<file path="src/rtl/ss_pop_unit.sv">
// Shadow-stack pop (SSPOPCHK): translate SSP, load one XLEN word, compare with the link register.
// Optional SS_POP_ALIGN_CHECK_EN raises a misaligned-load exception for unaligned SSP instead of translating.
module ss_pop_unit #(
    parameter int XLEN               = 64,
    parameter int VLEN               = 39,
    parameter int PLEN               = 56,
    parameter int TRANS_ID_BITS      = 3,
    parameter int DCACHE_INDEX_WIDTH = 12,
    parameter int DCACHE_TAG_WIDTH   = 44
) (
    input  logic                          clk_i,
    input  logic                          rst_i,
    input  logic                          flush_i,
    input  logic                          valid_i,
    output logic                          ready_o,
    input  logic [VLEN-1:0]               ssp_i,
    input  logic [XLEN-1:0]               link_i,
    input  logic [TRANS_ID_BITS-1:0]      trans_id_i,
    output logic                          translation_req_o,
    output logic [VLEN-1:0]               vaddr_o,
    input  logic [PLEN-1:0]               paddr_i,
    input  logic                          dtlb_hit_i,
    input  logic                          tr_ex_valid_i,
    input  logic [XLEN-1:0]               tr_ex_cause_i,
    output logic                          dreq_o,
    input  logic                          dgnt_i,
    output logic [DCACHE_INDEX_WIDTH-1:0] daddr_index_o,
    output logic [DCACHE_TAG_WIDTH-1:0]   dtag_o,
    output logic                          dtag_valid_o,
    output logic                          dkill_o,
    input  logic                          drvalid_i,
    input  logic [XLEN-1:0]               drdata_i,
    output logic                          valid_o,
    output logic [TRANS_ID_BITS-1:0]      trans_id_o,
    output logic [XLEN-1:0]               result_o,
    output logic                          ex_valid_o,
    output logic [XLEN-1:0]               ex_cause_o,
    output logic [XLEN-1:0]               ex_tval_o,
    output logic                          ssp_we_o,
    output logic [VLEN-1:0]               ssp_o
);

    typedef enum logic [2:0] {IDLE, XLATE, REQ, TAG, WAIT_DATA, DRAIN} state_t;

    state_t                     state;
    logic [VLEN-1:0]            ssp_q;
    logic [XLEN-1:0]            link_q;
    logic [TRANS_ID_BITS-1:0]   id_q;
    logic [PLEN-1:0]            paddr_q;
    logic                       kill_q;
    logic                       misaligned;
    logic                       kill_now;
    logic                       data_match;
    logic [VLEN-1:0]            ssp_next;

`ifdef SS_POP_ALIGN_CHECK_EN
    localparam int OFF_BITS = $clog2(XLEN/8);
    assign misaligned = (ssp_q[OFF_BITS-1:0] != '0);
`else
    assign misaligned = 1'b0;
`endif

    assign ready_o           = (state == IDLE);
    assign translation_req_o = (state == XLATE) && !misaligned;
    assign vaddr_o           = ssp_q;
    assign dreq_o            = (state == REQ);
    assign daddr_index_o     = paddr_q[DCACHE_INDEX_WIDTH-1:0];
    assign dtag_valid_o      = (state == TAG);
    assign dtag_o            = paddr_q[DCACHE_INDEX_WIDTH+DCACHE_TAG_WIDTH-1:DCACHE_INDEX_WIDTH];

    // A flush caught at grant time is remembered so the kill lands with the tag.
    assign kill_now   = kill_q || flush_i;
    assign dkill_o    = ((state == TAG) && kill_now) || ((state == WAIT_DATA) && flush_i);
    assign data_match = (drdata_i == link_q);
    assign ssp_next   = ssp_q + VLEN'(XLEN/8);

    always_ff @(posedge clk_i) begin
        if (rst_i) begin
            state      <= IDLE;
            ssp_q      <= '0;
            link_q     <= '0;
            id_q       <= '0;
            paddr_q    <= '0;
            kill_q     <= 1'b0;
            valid_o    <= 1'b0;
            trans_id_o <= '0;
            result_o   <= '0;
            ex_valid_o <= 1'b0;
            ex_cause_o <= '0;
            ex_tval_o  <= '0;
            ssp_we_o   <= 1'b0;
            ssp_o      <= '0;
        end else begin
            valid_o <= 1'b0;
            unique case (state)
                IDLE: begin
                    if (valid_i && !flush_i) begin
                        ssp_q  <= ssp_i;
                        link_q <= link_i;
                        id_q   <= trans_id_i;
                        kill_q <= 1'b0;
                        state  <= XLATE;
                    end
                end
                XLATE: begin
                    if (flush_i) begin
                        state <= IDLE;
                    end else if (misaligned || tr_ex_valid_i) begin
                        valid_o    <= 1'b1;
                        trans_id_o <= id_q;
                        ex_valid_o <= 1'b1;
                        ex_cause_o <= misaligned ? XLEN'(4) : tr_ex_cause_i;
                        ex_tval_o  <= XLEN'(ssp_q);
                        ssp_we_o   <= 1'b0;
                        state      <= IDLE;
                    end else if (dtlb_hit_i) begin
                        paddr_q <= paddr_i;
                        state   <= REQ;
                    end
                end
                REQ: begin
                    if (dgnt_i) begin
                        kill_q <= flush_i;
                        state  <= TAG;
                    end else if (flush_i) begin
                        state <= IDLE;
                    end
                end
                TAG, WAIT_DATA: begin
                    if (drvalid_i) begin
                        if (!kill_now) begin
                            valid_o    <= 1'b1;
                            trans_id_o <= id_q;
                            result_o   <= drdata_i;
                            if (data_match) begin
                                ex_valid_o <= 1'b0;
                                ex_cause_o <= '0;
                                ex_tval_o  <= '0;
                                ssp_we_o   <= 1'b1;
                                ssp_o      <= ssp_next;
                            end else begin
                                ex_valid_o <= 1'b1;
                                ex_cause_o <= XLEN'(18);
                                ex_tval_o  <= XLEN'(3);
                                ssp_we_o   <= 1'b0;
                            end
                        end
                        state <= IDLE;
                    end else if (kill_now) begin
                        state <= DRAIN;
                    end else begin
                        state <= WAIT_DATA;
                    end
                end
                DRAIN: begin
                    if (drvalid_i) state <= IDLE;
                end
                default: state <= IDLE;
            endcase
        end
    end

endmodule

</file>
<file path="config.mk">
export PLATFORM = sky130hd
export DESIGN_NAME = ss_pop_unit
export DESIGN_NICKNAME = d
export VERILOG_FILES = /design/src/rtl/ss_pop_unit.sv
export SDC_FILE = /design/constraint.sdc
export NUM_CORES = 1
export LEC_CHECK = 0
export BUFFER_PORTS_ARGS = -buffer_cell sky130_fd_sc_hd__buf_2
export CORE_AREA = 3 3 246 248
export CTS_CLUSTER_DIAMETER = 200
export CTS_CLUSTER_SIZE = 20
export DETAILED_ROUTE_END_ITERATION = 8
export DIE_AREA = 0 0 249 251
export PLACE_DENSITY = 0.52
export SKIP_CTS_REPAIR_TIMING = 1
export SYNTH_ARGS = -nofsm -noshare
export SYNTH_HDL_FRONTEND = slang
export SYNTH_SLANG_ARGS = --single-unit
</file>
<file path="constraint.sdc">
create_clock -name clk_i -period 5.9 [get_ports clk_i]
set_input_delay 0 -clock clk_i [delete_from_list [all_inputs] [get_ports clk_i]]
set_output_delay 0 -clock clk_i [all_outputs]
set_load 0.02 [all_outputs]
</file>
# Yosys cells after proc, flatten, opt, wreduce, memory -nomap -nowiden
# Index checks and enable logic that the tools add are counted.
[totals] rom_bits=0 latch_bits=0 word_cells=97 regBits=403 out_inout_bits=337 ramBits=0 inputBits=298 mem_count=0
[op_classes] n_eq_ne=15 magnitude_cmp=0 mux=47 n_mul=0 div=0 shifts=0 reduce_logical=17 bitwise_logic=3 addsub=1
[ops] operator="64-bit 2-to-1 mux" count=8
[ops] operator="64-bit one-hot mux with 2 select lines" count=2
[ops] operator="64-bit equality test" count=1
[ops] operator="39-bit by 4-bit adder with 39-bit output (second input constant)" count=1
[ops] operator="3-bit 2-to-1 mux" count=12
[ops] operator="1-bit 2-to-1 mux" count=17
[ops] operator="3-bit one-hot mux with 5 select lines" count=1
[ops] operator="4-bit AND reduction" count=3
[ops] operator="2-bit != test (second input constant)" count=4
[ops] operator="1-bit one-hot mux with 2 select lines" count=4
[ops] operator="3-bit by 2-bit equality test with 1-bit output (second input constant)" count=2
[ops] operator="3-bit equality test (second input constant)" count=2
[ops] operator="2-bit by 1-bit != test with 1-bit output (second input constant)" count=3
[ops] operator="3-bit one-hot mux with 2 select lines" count=1
[ops] operator="3-bit AND reduction" count=2
[ops] operator="5-bit 2-to-1 mux" count=1
[ops] operator="5-bit AND reduction" count=1
[ops] operator="4-bit by 2-bit != test with 1-bit output (second input constant)" count=1
[ops] operator="2-bit nonzero test" count=2
[ops] operator="3-bit by 1-bit equality test with 1-bit output (second input constant)" count=1
[ops] operator="1-bit logical AND" count=3
[ops] operator="3-bit logical NOT" count=1
[ops] operator="3-bit by 2-bit != test with 1-bit output (second input constant)" count=1
[ops] operator="1-bit NOT" count=3
[ops] operator="other kinds (5)" count=6

# Longest topological paths before layout
[logic_depth] depth_word=5 mapped_depth=10 ltp_nobuf=7

# Worst setup path after synthesis
# Ideal clock, no wire load.
[synth_timing] kind="flip-flop to flip-flop" startpoint="register state[0]" endpoint="register ex_tval_o[12]" synth_period_minus_slack_ns=2.149 path_slack_ns=3.751 stages_incl_launch_ff=10 t_arrival_ns=2.017 setup_time_ns=0.132 required_time_ns=5.768 n_path_buf=4 cell_sequence="dfxtp_1 > buf_2 > nor3b_2 > nand2_1 > a22o_1 > buf_2 > buf_6 > buf_2 > nand2_1 > a21oi_1"
[synth_via] word_cells_on_any_way=11 classes_between="7 x eq/ne; 1 x mux; 3 x reduce/logical"
[synth_rtl] element="from (decl)" line_no="45" source="state_t state;"
[synth_rtl] element="from (signal assigned)" line_no="79" source="state <= IDLE;"
[synth_rtl] element="from (signal assigned)" line_no="102" source="state <= XLATE;"
[synth_rtl] element="from (signal assigned)" line_no="107" source="state <= IDLE;"
[synth_rtl] element="3-bit by 1-bit equality test with 1-bit output *"
[synth_rtl] element="net translation_req_o" line_no="19" source="output logic translation_req_o,"
[synth_rtl] element="2-bit by 1-bit != test with 1-bit output (no line), or another cell as far along"
[synth_rtl] element="5-bit AND reduction (no line)"
[synth_rtl] element="to (signal assigned)" line_no="113" source="ex_tval_o <= XLEN'(ssp_q);"
[synth_rtl] element="to (decl)" line_no="38" source="output logic [XLEN-1:0] ex_tval_o,"
# Mark *: on every way through the listed nets, which the timed path passes. The rest lies on a longest branch.
# A chain may end at the register's enable or synchronous reset.

# Final worst setup path
[layout_timing] startpoint="register state[0]" endpoint="register ex_cause_o[46]"
[layout_via] elab_chain_len=4 word_cells_on_any_way=11 classes_between="7 x eq/ne; 1 x mux; 3 x reduce/logical"
[layout_lines] element="3-bit by 2-bit equality test with 1-bit output or 3-bit equality test (tied branches)" line_no="95" source="unique case (state)"
[layout_lines] element="2-bit OR reduction" line_no="95"
[layout_lines] element="2-bit != test (no line) or 2-bit nonzero test (tied branches)"
[layout_lines] element="5-bit AND reduction (no line)"
[layout_lines] element="to (signal assigned)" line_no="112" source="ex_cause_o <= misaligned ? XLEN'(4) : tr_ex_cause_i;"
[layout_lines] element="to (decl)" line_no="37" source="output logic [XLEN-1:0] ex_cause_o,"
# Several ways; a longest one is shown, not always the timed one.

==> flow_summary.ini <==
[routing]
drc = 0
wl_met3_mm = 3.33
wl_met1_mm = 24.3
wl_met2_mm = 30.3
wirelength_mm = 59.5
first_pass_iters = 5
drt_iter0_drc = 825
dr_total_vias = 15900
dr.max_layer_used = met5
avgRoutedWirePerCell_um = 17.3
viasPerCell = 4.61
drtAntennaViolNets = 0

[synthesis]
syn_area_um2 = 14900
yosysSeqAreaShare = 0.508
yosysWarningCount = 0
avgSynthCellArea_um2 = 7.98
synth_cell_types = 48
synthCells = 1868
ys_ff_latch = 378

[pwr]
p_int_uw = 3690
powerDensity_nw_per_um2 = 231
p_leak_uw = 0.00896
pwr-share-clk = 0.312
peakVddDrop_uv = 176
p_comb_frac = 0.157
swShare = 0.275
pwr-share-seq = 0.531
p_switching_uw = 1400

[floorplan]
rows = 89
ios = 635
die_h_um = 251
start_util = 0.254
core_region_area_um2 = 58700
fp.dieW_um = 249
die_area_um2 = 62500

[place]
hpwl_mm = 41.0
placed_area_um2 = 18300
port_buffers = 609
gp_congestion = 0.827

[sta]
whs_ps = 33.1
worstMarginPinSlew_ps = 1210
drv_slew = 0
finalCritPeriodShare = 0.607
setup_viol = 0
hold_violations = 0
relSlewSlack = 0.194
period_minus_slack_ps = 3580
clock.fmax_ghz = 0.279
clock_skew_ps = 13.5
fin_setup_tns_ps = 0
rsz0062_at_grt = no

[cells_and_area]
final_common_cell = buf_2
drive_above_1_share = 0.249
fillCellCount = 5983
final_area_um2 = 22000
area_delta_synth_final_pct = 47.8
nNetsFinal = 2973
final_cell_mix = 608 x buf_2, 572 x nand2_1, 378 x dfxtp_1, 369 x a21oi_1, 309 x dlygate4sd3_1

[setup_path]
cp_top_family = compound AO/OA/AOI/OAI gates
cp_data_arrival_time_ps = 4080
cp_slowest_stage_delay_ps = 910
crit_type = reg -> reg
required_ps = 6400
worstPathCellList = nor3b_2 > nand2_1 > a22oi_4 > buf_12 > nand3_1 > a21oi_1 > dlygate4sd3_1
crit_buf_inv = 2
r2r_cells = 7
path_depth = 7
worstSetupStartpointType = flop
worst-path-max-fanout = 64
endpoint_kind = flop
cp_slowest_cell = a22oi_4

[worst_hold_path]
hp-class = in -> reg
min_path_cells = 6

[global_routing]
grt_overflow_total = 0
grt_usage = 0.167
grt_pass1_wl_mm = 83.4
grt_start_max_net_pins = 176
grt_pass1_vias = 13700
antenna_found_initial = 3

[flow_run]
drv_cap = 0

[cts]
clock_latency_ps = 560
cts.clk_slew.worst_paths_ps = 90
numCtsBuffers = 22
cts_buffer_depth = 3
cts.htree.levels = 1
cts_root_buf = clkbuf_16
numClockSinks = 378
cts_tree = yes

[outcome]
status = finished, final reports clean
cells in the mapped netlist, drive strengths merged:
| cell | n | area [um2] |
|---|---|---|
| o32a | 1 | 10.0 |
| clkbuf | 98 | 368 |
| nand3b | 3 | 26.3 |
| a211oi | 35 | 263 |
| nand2b | 4 | 25.0 |
| or3 | 2 | 12.5 |
| nand4b | 1 | 8.76 |
| o22ai | 1 | 6.26 |
| and4 | 6 | 56.3 |
| o21ai | 7 | 35.0 |
| and2 | 3 | 20.0 |
| a22o | 1 | 8.76 |
| and2b | 1 | 8.76 |
| nand2 | 574 | 2160 |
| conb | 1 | 3.75 |
| a31oi | 2 | 12.5 |
| nand3 | 117 | 598 |
| buf | 74 | 462 |
| or3b | 1 | 8.76 |
| nor3b | 2 | 20.0 |
| nor4 | 6 | 37.5 |
| a21oi | 369 | 1850 |
| o31ai | 1 | 7.51 |
| dfxtp | 378 | 7570 |
| ha | 1 | 12.5 |
| nand4 | 22 | 138 |
| o32ai | 1 | 8.76 |
| o31a | 1 | 8.76 |
| a32o | 4 | 40.0 |
| a22oi | 1 | 21.3 |
| xor2 | 10 | 87.6 |
| xnor2 | 88 | 771 |
| nor2b | 1 | 6.26 |
| a32oi | 2 | 17.5 |
| nor3 | 11 | 55.1 |
| inv | 10 | 37.5 |
| nor2 | 21 | 81.3 |
| and3 | 6 | 37.5 |
| mux2i | 1 | 10.0 |
metrics by stage:
stage / worst slack, ps / utilization / total power [uW] / cells
2_1_floorplan: 3750 / - / 3130 / 1892
3_3_place_gp: 2600 / 0.312 / 3390 / 3114
3_5_place_dp: 2530 / 0.312 / 3400 / 3114
4_1_cts: 2510 / 0.323 / 5000 / 3138
5_1_grt: 2080 / 0.375 / 5320 / 3448
6_report: 2320 / 0.375 / 5090 / 3448
worst paths after layout:
path                               startpoint                           to  slack (ps)
hold / removal                     dtlb_hit_i        state[0]$_SDFFE_PP0P_          30
hold reg to reg   ex_cause_o[23]$_SDFFE_PP0P_  ex_cause_o[23]$_SDFFE_PP0P_         450
setup / recovery        state[0]$_SDFFE_PP0P_  ex_cause_o[46]$_SDFFE_PP0P_        2320
setup reg to reg        state[0]$_SDFFE_PP0P_  ex_cause_o[46]$_SDFFE_PP0P_        2320
power by group through the flow:
stage,Sequential (uW),Clock [uW],Combinational [uW]
6_report,2700,1590,800
5_1_grt,2720,1740,868
3_3_place_gp,2760,0,634
4_1_cts,2700,1660,642
3_5_place_dp,2760,0,639
2_1_floorplan,2810,0,319
routing by layer:
layer	vias to the layer above	GRT usage
li1	7752	-
met1	7498	0.202
met2	548	0.295
met3	93	0.0402
met4	2	0.0450
met5	-	0
cell type report:
type / instances / area [um2] / area share
Inverter: 10 / 37.5 / 0.00170
Clock buffer: 24 / 589 / 0.0268
Multi-Input combinational cell: 1332 / 6590 / 0.299
Timing Repair Buffer: 930 / 6270 / 0.285
Antenna cell: 1 / 2.50 / 0.000114
Tap cell: 773 / 967 / 0.0439
Sequential cell: 378 / 7570 / 0.344
state kept, by name, indices dropped and copies added (netlist names), 3 cells and up:
register / flops
ex_cause_o: 64
ex_tval_o: 39
id_q: 3
link_q: 64
paddr_q: 56
result_o: 64
ssp_o: 39
state: 3
trans_id_o: 3
vaddr_o: 39
worst register-to-register path, delay by kind of cell (launching register included):
family	cells	cell delay, ps
AND/OR/NAND/NOR	3	960
flip-flops	1	500
AO/OA/AOI/OAI	2	1120
buffers and inverters	2	940
cell families after synthesis:
family | count (synthesis) | synth area share
compound gates | 426 | 0.153
xor+xnor | 98 | 0.0576
fa+ha+maj | 1 | 0.000839
buf+inv | 182 | 0.0582
flops | 378 | 0.508
mux | 1 | 0.000672
other cells | 1 | 0.000252
simple gates | 781 | 0.221
Power figures use the tool's default switching activity.
